--- src/rtl/pipeline_pkg.sv ---
// Shared MIPS pipeline definitions: decoded-control layout, the NOP bundle
// and the ID/EX stage sequencing states.
package pipeline_pkg;

  localparam int CTRL_W_DEFAULT = 8;
  localparam int CTRL_MEM_READ  = 0;
  localparam int CTRL_REG_WRITE = 1;

  localparam logic [CTRL_W_DEFAULT-1:0] CTRL_NOP = 8'h00;

  typedef enum logic [1:0] {
    RUN      = 2'd0,
    LU_STALL = 2'd1,
    HOLD     = 2'd2
  } stage_state_e;

endpackage

--- src/rtl/hazard_detect.sv ---
// Load-use comparator: flags a decode instruction that reads the destination
// of a load currently sitting in EX. Register 0 never produces a hazard.
module hazard_detect (
  input  logic       id_valid,
  input  logic [4:0] id_rs,
  input  logic [4:0] id_rt,
  input  logic       id_uses_rs,
  input  logic       id_uses_rt,
  input  logic       ex_valid,
  input  logic       ex_mem_read,
  input  logic [4:0] ex_wreg,
  output logic       load_use
);

  logic rs_match_s;
  logic rt_match_s;

  assign rs_match_s = id_uses_rs & (id_rs == ex_wreg);
  assign rt_match_s = id_uses_rt & (id_rt == ex_wreg);

  assign load_use = id_valid & ex_valid & ex_mem_read & (ex_wreg != 5'd0)
                  & (rs_match_s | rt_match_s);

endmodule

--- src/rtl/id_ex_stage.sv ---
// ID/EX pipeline register with load-use bubbling, flush and execute-hold.
// Optional macro STALL_CNT_EN adds a stall_cnt port counting pc_write=0 cycles.
module id_ex_stage
  import pipeline_pkg::*;
#(
  parameter int CTRL_W      = pipeline_pkg::CTRL_W_DEFAULT,
  parameter int STALL_CNT_W = 32
) (
  input  logic              clk,
  input  logic              rst,
  input  logic              id_valid,
  input  logic [4:0]        id_rs,
  input  logic [4:0]        id_rt,
  input  logic [4:0]        id_wreg,
  input  logic              id_uses_rs,
  input  logic              id_uses_rt,
  input  logic [31:0]       id_read_data1,
  input  logic [31:0]       id_read_data2,
  input  logic [31:0]       id_imm,
  input  logic [31:0]       id_pc4,
  input  logic [CTRL_W-1:0] id_ctrl,
  input  logic              ex_busy,
  input  logic              flush,
  output logic              pc_write,
  output logic              if_id_write,
  output logic              ex_valid,
  output logic [4:0]        ex_rs,
  output logic [4:0]        ex_rt,
  output logic [4:0]        ex_wreg,
  output logic [31:0]       ex_data1,
  output logic [31:0]       ex_data2,
  output logic [31:0]       ex_imm,
  output logic [31:0]       ex_pc4,
  output logic [CTRL_W-1:0] ex_ctrl
`ifdef STALL_CNT_EN
  ,
  output logic [STALL_CNT_W-1:0] stall_cnt
`endif
);

  localparam logic [CTRL_W-1:0] NOP_CTRL = CTRL_W'(CTRL_NOP);

  stage_state_e state_r;
  stage_state_e state_next_s;
  logic         load_use_s;
  logic         stall_s;

  hazard_detect u_hazard (
    .id_valid    (id_valid),
    .id_rs       (id_rs),
    .id_rt       (id_rt),
    .id_uses_rs  (id_uses_rs),
    .id_uses_rt  (id_uses_rt),
    .ex_valid    (ex_valid),
    .ex_mem_read (ex_ctrl[CTRL_MEM_READ]),
    .ex_wreg     (ex_wreg),
    .load_use    (load_use_s)
  );

  // A taken branch must always be allowed to redirect fetch.
  assign stall_s     = (ex_busy | load_use_s) & ~flush;
  assign pc_write    = ~stall_s;
  assign if_id_write = ~stall_s;

  // Next-state: busy dominates, a load-use stall lasts a single cycle.
  always_comb begin
    state_next_s = state_r;
    if (flush) begin
      state_next_s = ex_busy ? HOLD : RUN;
    end else begin
      case (state_r)
        RUN: begin
          if (ex_busy) begin
            state_next_s = HOLD;
          end else if (load_use_s) begin
            state_next_s = LU_STALL;
          end else begin
            state_next_s = RUN;
          end
        end
        LU_STALL: state_next_s = ex_busy ? HOLD : RUN;
        HOLD:     state_next_s = ex_busy ? HOLD : RUN;
        default:  state_next_s = RUN;
      endcase
    end
  end

  // State register.
  always_ff @(posedge clk) begin
    if (rst) begin
      state_r <= RUN;
    end else begin
      state_r <= state_next_s;
    end
  end

  // ID/EX register: reset, flush, hold, bubble, capture in priority order.
  always_ff @(posedge clk) begin
    if (rst) begin
      ex_valid <= 1'b0;
      ex_rs    <= 5'd0;
      ex_rt    <= 5'd0;
      ex_wreg  <= 5'd0;
      ex_data1 <= 32'd0;
      ex_data2 <= 32'd0;
      ex_imm   <= 32'd0;
      ex_pc4   <= 32'd0;
      ex_ctrl  <= NOP_CTRL;
    end else if (flush) begin
      ex_valid <= 1'b0;
      ex_ctrl  <= NOP_CTRL;
    end else if (ex_busy) begin
      ex_valid <= ex_valid;
    end else if (load_use_s) begin
      ex_valid <= 1'b0;
      ex_ctrl  <= NOP_CTRL;
      ex_wreg  <= 5'd0;
    end else begin
      ex_valid <= id_valid;
      ex_rs    <= id_rs;
      ex_rt    <= id_rt;
      ex_wreg  <= id_wreg;
      ex_data1 <= id_read_data1;
      ex_data2 <= id_read_data2;
      ex_imm   <= id_imm;
      ex_pc4   <= id_pc4;
      ex_ctrl  <= id_valid ? id_ctrl : NOP_CTRL;
    end
  end

`ifdef STALL_CNT_EN
  // Stall performance counter, wraps naturally.
  always_ff @(posedge clk) begin
    if (rst) begin
      stall_cnt <= {STALL_CNT_W{1'b0}};
    end else if (stall_s) begin
      stall_cnt <= stall_cnt + STALL_CNT_W'(1);
    end else begin
      stall_cnt <= stall_cnt;
    end
  end
`endif

endmodule

--- config.mk ---
export PLATFORM = sky130hd
export DESIGN_NAME = id_ex_stage
export DESIGN_NICKNAME = d
export VERILOG_FILES = /design/src/rtl/pipeline_pkg.sv /design/src/rtl/hazard_detect.sv /design/src/rtl/id_ex_stage.sv
export SDC_FILE = /design/constraint.sdc
export NUM_CORES = 1
export LEC_CHECK = 0
export ABC_AREA = 0
export ABC_CLOCK_PERIOD_IN_PS = 3000
export BUFFER_PORTS_ARGS = -buffer_cell sky130_fd_sc_hd__buf_4
export CORE_MARGIN = 1
export CORE_UTILIZATION = 40
export CTS_CLUSTER_SIZE = 30
export DETAILED_ROUTE_END_ITERATION = 10
export HOLD_SLACK_MARGIN = 0.02
export PLACE_DENSITY = 0.69
export SYNTH_ARGS = -nofsm -noshare
export SYNTH_HDL_FRONTEND = slang
export SYNTH_HIERARCHICAL = 1
export SYNTH_SLANG_ARGS = --single-unit
--- constraint.sdc ---
create_clock -name clk -period 3 [get_ports clk]
set_input_delay 0.45 -clock clk [delete_from_list [all_inputs] [get_ports clk]]
set_output_delay 0.45 -clock clk [all_outputs]
set_load 0.02 [all_outputs]
* Word-level counts from Yosys, hierarchy flattened
Cells that the tools add are included.
Storage, ports and cells: register bits 152, latch bits 0, bits in writable memories 0, bits in read-only memories 0, memories kept 0
Operators by class: add/sub/neg operators 0, multiply operators 0, divide/modulo/power cells 0, $lt $le $gt $ge 0, equal/unequal tests 2, shift operators 0, muxes and demuxes 4, bitwise gates (word level) 13, reductions and logical operators 4
Operators by type and width (number):
- $mux W8 | 2
- $eq A5 B5 Y1 | 2
- $and A1 B1 Y1 | 7
- $mux W5 | 1
- $reduce_bool A5 Y1 | 1
- $not A1 Y1 | 4
- $reduce_and A3 Y1 | 1
- $or A1 B1 Y1 | 2
- $reduce_and A2 Y1 | 1
- $reduce_or A2 Y1 | 1
- $mux W1 | 1

* Depth between registers and ports, before layout
Gate-level depths: netlist of run 1.
depth after elaboration 7, gate-level depth with buffers 9

* Cells and area by module
Netlist of run 1, hierarchy kept.
Modules (own cells, without submodules):
- id_ex_stage | times used 1, cells an instance 708, area an instance 7021.7 µm²
- hazard_detect | times used 1, cells an instance 17, area an instance 131.4 µm²

* Worst setup path after synthesis of run 1
Ideal clock, no wire load.
path kind reg2out, start register ex_wreg[0], end output pc_write, arrival time 2.310 ns, data required time 2.550 ns, setup slack 0.240 ns, stages on the path, launching flop included 9, path through dfxtp_1 -> or4_1 -> o2111ai_1 -> a21oi_1 -> buf_6 -> buf_2 -> buf_2 -> o21bai_1 -> buf_4
Between the ends: longest elaborated chain between the ends 7, elaborated cells on any way between the ends 11, classes of those cells eq/ne: 2; bitwise: 8; reduce/logical: 1
Ends and longest elaborated chain:
- start: declaration | RTL line id_ex_stage.sv:29 | output logic [4:0] ex_wreg,
- start signal: assignment | RTL line id_ex_stage.sv:122 | ex_wreg <= id_wreg;
- $eq A5 B5 Y1 (on tied branches) | RTL line hazard_detect.sv:18, hazard_detect.sv:19
- $and A1 B1 Y1 (on tied branches) | RTL line hazard_detect.sv:18, hazard_detect.sv:19
- $or A1 B1 Y1 | RTL line hazard_detect.sv:22 | & (rs_match_s | rt_match_s);
- $and A1 B1 Y1 (*) | RTL line hazard_detect.sv:22
- via load_use_s | RTL line id_ex_stage.sv:45 | logic load_use_s;
- $or A1 B1 Y1 (*) | RTL line id_ex_stage.sv:61 | assign stall_s = (ex_busy | load_use_s) & ~flush;
- $and A1 B1 Y1 (*) | RTL line id_ex_stage.sv:61
- $not A1 Y1 (*)
- end: declaration | RTL line id_ex_stage.sv:24 | output logic pc_write,
Mark *: on every way through the listed nets, which the timed path passes. The rest lies on a longest branch.

* Worst setup path in the final report of run 1
start register ex_wreg[0], end output pc_write
Between the ends: longest elaborated chain between the ends 7, elaborated cells on any way between the ends 11, classes of those cells eq/ne: 2; bitwise: 8; reduce/logical: 1
Ends and longest elaborated chain:
- $eq A5 B5 Y1 (on tied branches) | RTL line hazard_detect.sv:18, hazard_detect.sv:19
- $and A1 B1 Y1 (on tied branches) | RTL line hazard_detect.sv:18, hazard_detect.sv:19
- $or A1 B1 Y1 | RTL line hazard_detect.sv:22
- $and A1 B1 Y1 (*) | RTL line hazard_detect.sv:22
- via load_use_s | RTL line id_ex_stage.sv:45
- $or A1 B1 Y1 (*) | RTL line id_ex_stage.sv:61
- $and A1 B1 Y1 (*) | RTL line id_ex_stage.sv:61
- $not A1 Y1 (*) | RTL line id_ex_stage.sv:62 | assign pc_write = ~stall_s;
Marked as above.

==> flow_metrics.tcl, run 1 <==
set metrics [dict create \
    die_h_um 135.7 \
    cap_viol_max_count 0 \
    worst-r2r-cell-count 6 \
    postRouteAntennaNets 0 \
    syn_inst 725 \
    cts_buffer_depth 2 \
    viasPerCell 5.631 \
    vias 6718 \
    ys_ff_latch 152 \
    slew_headroom_pct 52.17 \
    crit_type "reg -> out" \
    cts-root-buf "clkbuf_16" \
    cts_made_buffers 17 \
    vdd_drop_max_mv 0.3959 \
    dr.pass1.iters 5 \
    place_congestion 0.7694 \
    numPortBuffers 311 \
    fin_worst_skew_ns 0.007502 \
    yosys.area_share.simple_pct 21.08 \
    wl_per_cell_um 17.86 \
    rsz0062_at_grt "no" \
    avgSynthCellArea_um2 9.866 \
    leakage_nw 4.166 \
    synthTopCellsByCount "dfxtp_1, a21oi_1, or4b_1" \
    ios 312 \
    cts_resized 0 \
    fin_cells 1193 \
    crit_chain "or4_1, o2111ai_1, a21oi_4, o21bai_1, buf_4" \
    ys_types 25 \
    setup_viol 0 \
    hold_class "in -> reg" \
    nets 1115 \
    placed_cells 1163 \
    yosysTopAreaCell "dfxtp_1" \
    route.detailed.drc 0 \
    final_util_pct 57.27 \
    finalWorstPathRequiredPeriod_ns 2.849 \
    crit_path_start_kind "register" \
    worst-endpoint-required_ns 2.55 \
    critPathMaxStageDelay_ns 0.54 \
    holdBufCountCts 0 \
    dieWidth_um 135.7 \
    post_cts_buffers 0 \
    hold_ws_ns 0.2801 \
    synth_nets 883 \
    grt_usage_pct 22.74 \
    clock_latency_ns 0.42 \
    critPathTopFamily "compound AO/OA/AOI/OAI gates" \
    synthMuxAreaShare_pct 0 \
    routed_wl_mm 21.31 \
    hold_depth 2 \
    finalHoldViolCount 0 \
    path_depth 5 \
    antenna_found_initial 0 \
    start_util_pct 41.21 \
    yosys-top-cells-area "dfxtp_1, or4b_1, o31ai_1" \
    drv_slew 0 \
    path_max_fanout 5 \
    worst_slew_pin_slew_ns 0.7174 \
    area_delta_synth_final_pct 38.95 \
    synthAdderAreaFrac_pct 0 \
    synth-edff-count 0 \
    status "complete, no violations" \
    yosysSeqAreaShare_pct 42.54 \
    drt-initial-drc-count 454 \
    fp-row-count 48 \
    synth.most_common_cell "dfxtp_1" \
    synth_top_area_share_pct 42.54 \
    synth_top_family_by_area "compound AO/OA/AOI/OAI gates" \
    clkTransAtPathRegs_ns 0.06 \
    arrival_ns 2.40 \
    drive_above_1_share_pct 37.09 \
    setup_ws_ns 0.1515 \
    post-dp-hpwl_mm 13.75 \
    regToRegSetupSlack_ns 0.47 \
    htreeDepth 4 \
    critical_path_buf_inv_count 1 \
    synthFlopType "dfxtp_1" \
    cts_tree "yes" \
    critPathCaptureType "output port" \
    synth_area_mm2 0.007153 \
    finalCritPeriodShare_pct 94.95 \
    ys_async_sr_fraction_pct 0 \
    max_freq_ghz 0.3511 \
    coreArea_mm2 0.01736 \
    die_area_mm2 0.01842 \
    insertedDiodeCount 0 \
    power.density_mw_per_mm2 510.6 \
    overflow 0 \
    synth-xor-area-share_pct 1.224 \
    grt_pass1_vias 6078 \
    pre_cts_ws_ns 0.4340 \
    grt_pass1_wl_mm 33.06 \
    grt_max_degree 142 \
    synth_compound_area_share_pct 26.36 \
    crit_slowest_cell "or4_1" \
    setup_tns_ns 0 \
    yosysWarnings 6 \
    cts_sinks 152 \
]
-- cells by family (layout without fill, tap and decap cells) --
kind of cell | Yosys count | count (layout)
DFF | 152 | 152
xor gates and xnor gates | 10 | 10
buffers and inverters | 113 | 356
AOI/OAI and AO/OA | 298 | 298
and+or+nand+nor | 152 | 152
-- flip-flops by register name, indices dropped and copies added (netlist names) --
register  flops
ex_pc4       32
ex_imm       32
ex_rs         5
ex_ctrl       8
ex_valid      1
ex_rt         5
ex_wreg       5
ex_data1     32
ex_data2     32
-- per-layer routing --
metal / part of all wire (%) / vias to the layer above / GRT usage, %
met4: 1.6 / 0 / 6.617
met3: 9.8 / 21 / 9.390
met1: 42 / 3097 / 29.10
li1: - / 3368 / -
met5: 0 / - / 0
met2: 46 / 232 / 34.69
-- cell usage in the layout (no fill, tap or decap) --
| cell | count |
|---|---|
| or3b_1 | 1 |
| inv_6 | 1 |
| nand2_1 | 1 |
| buf_4 | 318 |
| nor4_4 | 1 |
| clkinv_2 | 4 |
| xnor2_1 | 2 |
| xor2_1 | 8 |
| dfxtp_1 | 152 |
| a211oi_1 | 1 |
| buf_6 | 1 |
| clkinv_4 | 2 |
| a32o_1 | 8 |
| a21oi_1 | 143 |
| clkbuf_16 | 17 |
| buf_12 | 6 |
| o21ai_0 | 5 |
| nor4_1 | 2 |
| clkinvlp_4 | 2 |
| o2111ai_1 | 1 |
| nor3b_2 | 1 |
| a21oi_4 | 1 |
| nand3_1 | 2 |
| o21bai_1 | 1 |
| or4_1 | 1 |
| clkbuf_8 | 2 |
| bufinv_16 | 3 |
| or4b_1 | 143 |
| o31ai_1 | 138 |
-- path summary, 6_finish.rpt --
| check | start | endpoint |
|---|---|---|
| worst min-delay path | id_ctrl[0] | ex_ctrl[0] |
| worst max register to register | ex_wreg[0] | ex_data2[19] |
| worst max-delay path | ex_wreg[0] | pc_write |
| worst min register to register | ex_data1[1] | ex_data1[1] |
-- power breakdown --
group	total [mW]	internal (mW)	switching, mW
clock network	2.16	1.32	0.843
registers	2.16	2.11	0.0521
logic	0.751	0.367	0.385
-- final cells by class --
class | instances | area, um^2
fillers | 1637 | 7417
clock buffers | 18 | 439.2
multi-input cells | 460 | 3492
clock inverters | 12 | 151.4
well taps | 225 | 281.5
repair buffers | 326 | 2532
flip-flops and latches | 152 | 3043
-- per-stage QoR --
| stage | cell area (um^2) | power [mW] |
|---|---|---|
| 2_1_floorplan | 7153 | 2.599 |
| 3_3_place_gp | 9349 | 2.954 |
| 3_5_place_dp | 9349 | 2.961 |
| 4_1_cts | 9940 | 5.132 |
| 5_1_grt | 9940 | 5.295 |
| 6_report | 9940 | 5.075 |
No activity file was read; power rests on OpenSTA's default activity.
==> inputs of run 2 (changes only) <==
--- a/config.mk
+++ b/config.mk
@@ -8,12 +8,13 @@
 export ABC_AREA = 0
 export ABC_CLOCK_PERIOD_IN_PS = 3000
 export BUFFER_PORTS_ARGS = -buffer_cell sky130_fd_sc_hd__buf_4
-export CORE_MARGIN = 1
+export CORE_MARGIN = 2
 export CORE_UTILIZATION = 40
 export CTS_CLUSTER_SIZE = 30
 export DETAILED_ROUTE_END_ITERATION = 10
 export HOLD_SLACK_MARGIN = 0.02
 export PLACE_DENSITY = 0.69
+export SETUP_SLACK_MARGIN = 0.4
 export SYNTH_ARGS = -nofsm -noshare
 export SYNTH_HDL_FRONTEND = slang
 export SYNTH_HIERARCHICAL = 1
==> run 2 against run 1 <==
Combinational power down 0.7%; flip-flop and latch count is the same; utilization down 0.37 points; setup slack better by 0.37 ns; clock power fell by 5%; fmax grew 15%; critical endpoint unchanged; largest cell class unchanged; highest routed layer unchanged.
==> flow_metrics.tcl, run 2 (synthesized netlist as in run 1, its figures left out) <==
set metrics [dict create \
    drv_slew 0 \
    cts-root-buf "clkbuf_16" \
    postRouteAntennaNets 0 \
    critPathMaxStageDelay_ns 0.56 \
    die_h_um 137.7 \
    fin_worst_skew_ns 0.006993 \
    numPortBuffers 311 \
    grt_usage_pct 21.22 \
    setup_tns_ns 0 \
    arrival_ns 2.03 \
    p_comb_share_pct 15.0 \
    max_freq_ghz 0.4037 \
    die_area_mm2 0.01897 \
    grt_pass1_wl_mm 31.80 \
    cts_resized 0 \
    hold_class "in -> reg" \
    clockPowerShare_pct 41.4 \
    insertedDiodeCount 0 \
    ios 312 \
    nFillCells 1576 \
    worst_r2r_endpoint "ex_pc4[16]" \
    holdBufCountCts 0 \
    crit_chain "or4_1, o2111ai_2, a21oi_4, o21bai_2, buf_4" \
    coreArea_mm2 0.01742 \
    dieWidth_um 137.7 \
    crit_type "reg -> out" \
    finalWorstPathRequiredPeriod_ns 2.477 \
    htreeDepth 4 \
    post_cts_buffers 0 \
    crit_path_start_kind "register" \
    post-dp-hpwl_mm 13.50 \
    finalCritPeriodShare_pct 82.57 \
    hold_end "ex_ctrl[4]" \
    finalHoldViolCount 0 \
    area_delta_synth_final_pct 38.53 \
    setup_viol 0 \
    grt_max_degree 151 \
    rsz0062_at_grt "no" \
    clock_latency_ns 0.42 \
    regToRegSetupSlack_ns 0.57 \
    viasPerCell 5.623 \
    start_util_pct 41.07 \
    r2r_start "ex_wreg[0]" \
    crit_slowest_cell "or4_1" \
    fin_cells 1195 \
    worst_slew_pin_slew_ns 0.8711 \
    critPathCaptureType "output port" \
    p_switching_mw 1.261 \
    status "complete, no violations" \
    final_cell_mix "buf_4, dfxtp_1, or4b_1, a21oi_1, o31ai_1" \
    grt_use_met3_pct 9.272 \
    cts_sinks 152 \
    p_seq_share_pct 43.6 \
    antenna_found_initial 0 \
    grt_use_met2_pct 32.37 \
    worst-endpoint-required_ns 2.55 \
    drt-initial-drc-count 394 \
    wl_per_cell_um 17.73 \
    internal_power_mw 3.700 \
    cts_made_buffers 17 \
    hold_ws_ns 0.2815 \
    vdd_drop_max_mv 0.3756 \
    slew_headroom_pct 41.92 \
    path_max_fanout 5 \
    final_common_cell "buf_4" \
    leakage_nw 4.147 \
    cts_buffer_depth 2 \
    cts_tree "yes" \
    routed_wl_mm 21.18 \
    route.detailed.drc 0 \
    use_met1_pct 27.47 \
    drive_above_1_share_pct 37.01 \
    overflow 0 \
    fp-row-count 48 \
    switching_share_pct 25.42 \
    min_from "id_ctrl[4]" \
    vias 6719 \
    grt_pass1_vias 5827 \
    worst-r2r-cell-count 7 \
    place_congestion 0.7464 \
    hold_depth 2 \
    nets 1115 \
    clkTransAtPathRegs_ns 0.06 \
    grt-busiest-layer "met2" \
    cap_viol_max_count 0 \
    dr.pass1.iters 5 \
    power.density_mw_per_mm2 500.6 \
    placed_cells 1163 \
]
==> run 2: cell types whose count changed in the layout (fill, tap and decap cells not counted), sizes merged <==
cell / before / now
clkbuf: 19 / 26
inv: 1 / 0
bufinv: 3 / 1
clkinv: 6 / 3
clkinvlp: 2 / 3
==> run 2: stage by stage <==
step / setup WS [ns] / total power [mW] / area [um^2] / utilization (%)
finish: 0.5228 / 4.961 / 9910 / 56.90
global route: 0.4030 / 5.185 / 9910 / 56.90
CTS: 0.4464 / 5.029 / 9903 / 56.86
detailed placement: 0.5109 / 2.955 / 9340 / 53.63
global placement: 0.5758 / 2.948 / 9340 / 53.63
floorplan: 0.4130 / 2.600 / 7161 / -
==> run 2: cell type report <==
| class | count | area [um^2] | area share (%) |
|---|---|---|---|
| clock buffer | 25 | 495.5 | 5.000 |
| clock inverter | 7 | 67.56 | 0.6818 |
| multi-input combinational | 460 | 3502 | 35.34 |
| sequential | 152 | 3043 | 30.71 |
| tap | 225 | 281.5 | 2.841 |
| timing repair buffer | 326 | 2520 | 25.43 |
==> run 2: metal layers <==
| layer | up-vias | wire length (um) |
|---|---|---|
| li1 | 3368 | - |
| met1 | 3099 | 9152 |
| met2 | 237 | 9572 |
| met3 | 15 | 2216 |
| met4 | 0 | 243 |
| met5 | - | 0 |
==> run 2: worst max-delay path by stage <==
stage | depth (start not counted) | endpoint | from | slack (ns)
after floorplan | 8 | pc_write | ex_wreg[0] | 0.41
after CTS | 5 | pc_write | ex_wreg[0] | 0.45
final | 5 | pc_write | ex_wreg[0] | 0.52
after global routing | 6 | pc_write | ex_wreg[0] | 0.40
after detailed placement | 7 | ex_pc4[16] | ex_wreg[0] | 0.51
after global placement | 7 | ex_pc4[15] | ex_wreg[0] | 0.58
==> run 2: worst max-delay path, delay by kind of cell (launching register included) <==
family,cells,cell delay [ns]
buf+inv,1,0.19
flops,1,0.38
compound gates,3,0.50
simple gates,1,0.56
==> run 2: power groups by stage <==
stage / clock network, mW / logic (mW) / registers (mW)
detailed placement: 0 / 0.750 / 2.20
floorplan: 0 / 0.291 / 2.31
CTS: 2.12 / 0.752 / 2.16
global placement: 0 / 0.747 / 2.20
global route: 2.21 / 0.806 / 2.17
finish: 2.05 / 0.746 / 2.16
==> inputs of run 3 (changes only) <==
--- a/config.mk
+++ b/config.mk
@@ -6,7 +6,7 @@
 export NUM_CORES = 1
 export LEC_CHECK = 0
 export ABC_AREA = 0
-export ABC_CLOCK_PERIOD_IN_PS = 3000
+export ABC_CLOCK_PERIOD_IN_PS = 2500
 export BUFFER_PORTS_ARGS = -buffer_cell sky130_fd_sc_hd__buf_4
 export CORE_MARGIN = 2
 export CORE_UTILIZATION = 40
==> constraint.sdc (replaced) <==
create_clock -name clk -period 2.5 [get_ports clk]
set_input_delay 0.375 -clock clk [delete_from_list [all_inputs] [get_ports clk]]
set_output_delay 0.375 -clock clk [all_outputs]
set_load 0.02 [all_outputs]
==> run 3 against run 2 <==
Sequential power is 20% higher; cell count up 3.6%; sequential share of layout area down 3.7 points; cell area up 14%; non-clock buffer count rose by 43; setup slack worse by 0.41 ns; flip-flop and latch count did not move; highest routed layer unchanged; die area unchanged.
==> flow_metrics.tcl, run 3 (synthesized netlist as in run 1, its figures left out) <==
set metrics [dict create \
    power.density_mw_per_mm2 564.2 \
    finalWorstPathRequiredPeriod_ns 2.384 \
    status "complete, no violations" \
    nFillCells 1430 \
    grt_pass1_vias 6292 \
    grt-busiest-layer "met2" \
    viasPerCell 5.737 \
    path_max_fanout 4 \
    dr.pass1.iters 4 \
    hold_class "in -> reg" \
    seqCellArea_mm2 0.003057 \
    ios 312 \
    crit_path_start_kind "register" \
    nets 1158 \
    grt_use_met3_pct 7.947 \
    cts_buffer_depth 2 \
    drv_slew 0 \
    area_delta_synth_final_pct 58.05 \
    setup_ws_ns 0.1163 \
    finalHoldViolCount 0 \
    finalCritPeriodShare_pct 95.35 \
    die_area_mm2 0.01897 \
    arrival_ns 2.01 \
    pre_cts_ws_ns 0.1754 \
    route.detailed.drc 0 \
    holdBufCountCts 0 \
    critPathMaxStageDelay_ns 0.54 \
    cap_viol_max_count 0 \
    post-dp-hpwl_mm 14.44 \
    hold_depth 2 \
    grt_usage_pct 22.91 \
    grt_use_met2_pct 35.10 \
    cts_sinks 152 \
    hold_end "ex_ctrl[7]" \
    fin_worst_skew_ns 0.007051 \
    regToRegSetupSlack_ns 0.13 \
    final_common_cell "buf_4" \
    hold_ws_ns 0.2045 \
    cts_tree "yes" \
    insertedDiodeCount 0 \
    vdd_drop_max_mv 0.4817 \
    worst-endpoint-required_ns 2.12 \
    setup_tns_ns 0 \
    r2r_start "ex_wreg[4]" \
    htreeDepth 4 \
    fp-row-count 48 \
    cts_made_buffers 17 \
    worst-r2r-cell-count 8 \
    setup_viol 0 \
    cts-root-buf "clkbuf_16" \
    drt-initial-drc-count 324 \
    worst_slew_pin_slew_ns 0.6589 \
    clock_latency_ns 0.42 \
    start_util_pct 41.07 \
    wl_per_cell_um 19.20 \
    antenna_found_initial 0 \
    use_met1_pct 29.54 \
    min_from "id_ctrl[7]" \
    grt_max_degree 100 \
    vias 7102 \
    crit_slowest_cell "or4_4" \
    critPathCaptureType "output port" \
    crit_chain "or4_4, o2111ai_4, a21oi_4, buf_12, o21bai_4, buf_6" \
    routed_wl_mm 23.77 \
    numPortBuffers 311 \
    grt_pass1_wl_mm 34.11 \
    worst_r2r_endpoint "ex_pc4[28]" \
    dieWidth_um 137.7 \
    coreArea_mm2 0.01742 \
    die_h_um 137.7 \
    max_freq_ghz 0.4195 \
    overflow 0 \
    place_congestion 0.7520 \
    rsz0062_at_grt "yes" \
    leakage_nw 4.606 \
    slew_headroom_pct 56.07 \
    final_cell_mix "buf_4, dfxtp_1, o31ai_1" \
    final_util_pct 64.91 \
    multi_input_area_mm2 0.003986 \
    p_total_mw 6.379 \
    drive_above_1_share_pct 51.63 \
    postRouteAntennaNets 0 \
    clkTransAtPathRegs_ns 0.06 \
    crit_type "reg -> out" \
]
[run 3: worst max-delay path, delay by kind of cell, from the launching register on]
kind	cells	cell delay, ns
AO/OA/AOI/OAI	3	0.41
buffers and inverters	2	0.27
flip-flops	1	0.36
AND/OR/NAND/NOR	1	0.54
[run 3: layout make-up]
class | count | area share (%)
Multi-Input combinational cell | 460 | 35.26
Tap cell | 225 | 2.490
Clock inverter | 9 | 1.195
Timing Repair Buffer | 369 | 29.52
Clock buffer | 23 | 4.504
Sequential cell | 152 | 27.04
[run 3: how the worst max path moves through the flow]
stage | from | end | slack, ns | cells after the start
floorplan | ex_wreg[4] | pc_write | 0.19 | 8
global placement | ex_wreg[4] | ex_data2[13] | 0.23 | 7
detailed placement | ex_wreg[4] | ex_imm[10] | 0.18 | 7
CTS | ex_wreg[4] | if_id_write | 0.10 | 6
global route | ex_wreg[4] | if_id_write | 0.04 | 6
finish | ex_wreg[4] | if_id_write | 0.12 | 6
[run 3: metrics by stage]
| step | instance area, um^2 | instances |
|---|---|---|
| after CTS | 10570 | 1218 |
| after global routing | 11310 | 1238 |
| final | 11310 | 1238 |
| after detailed placement | 9559 | 1171 |
| after global placement | 9559 | 1171 |
| after floorplan | 7201 | 725 |
[run 3: layer usage]
metal  part of all wire (%)  wire length [um]
met4                    2.6               627
met3                    8.9              2124
met2                     46             10940
met1                     42             10080
met5                      0                 0
[run 3: what timing repair did]
action                                 CTS  global route
endpoints found under the hold margin    0             0
resized for setup                       30           116
cloned                                   5             9
setup buffers                           10            11
setup endpoints to repair              147           154
pin swaps                               11            65
[run 3: report_power, final]
group          internal [mW]  leakage [nW]  total (mW)  switching, mW
clock network           1.74         0.307        2.78           1.04
logic                  0.490          3.05       0.999          0.509
registers               2.53          1.25        2.60         0.0653
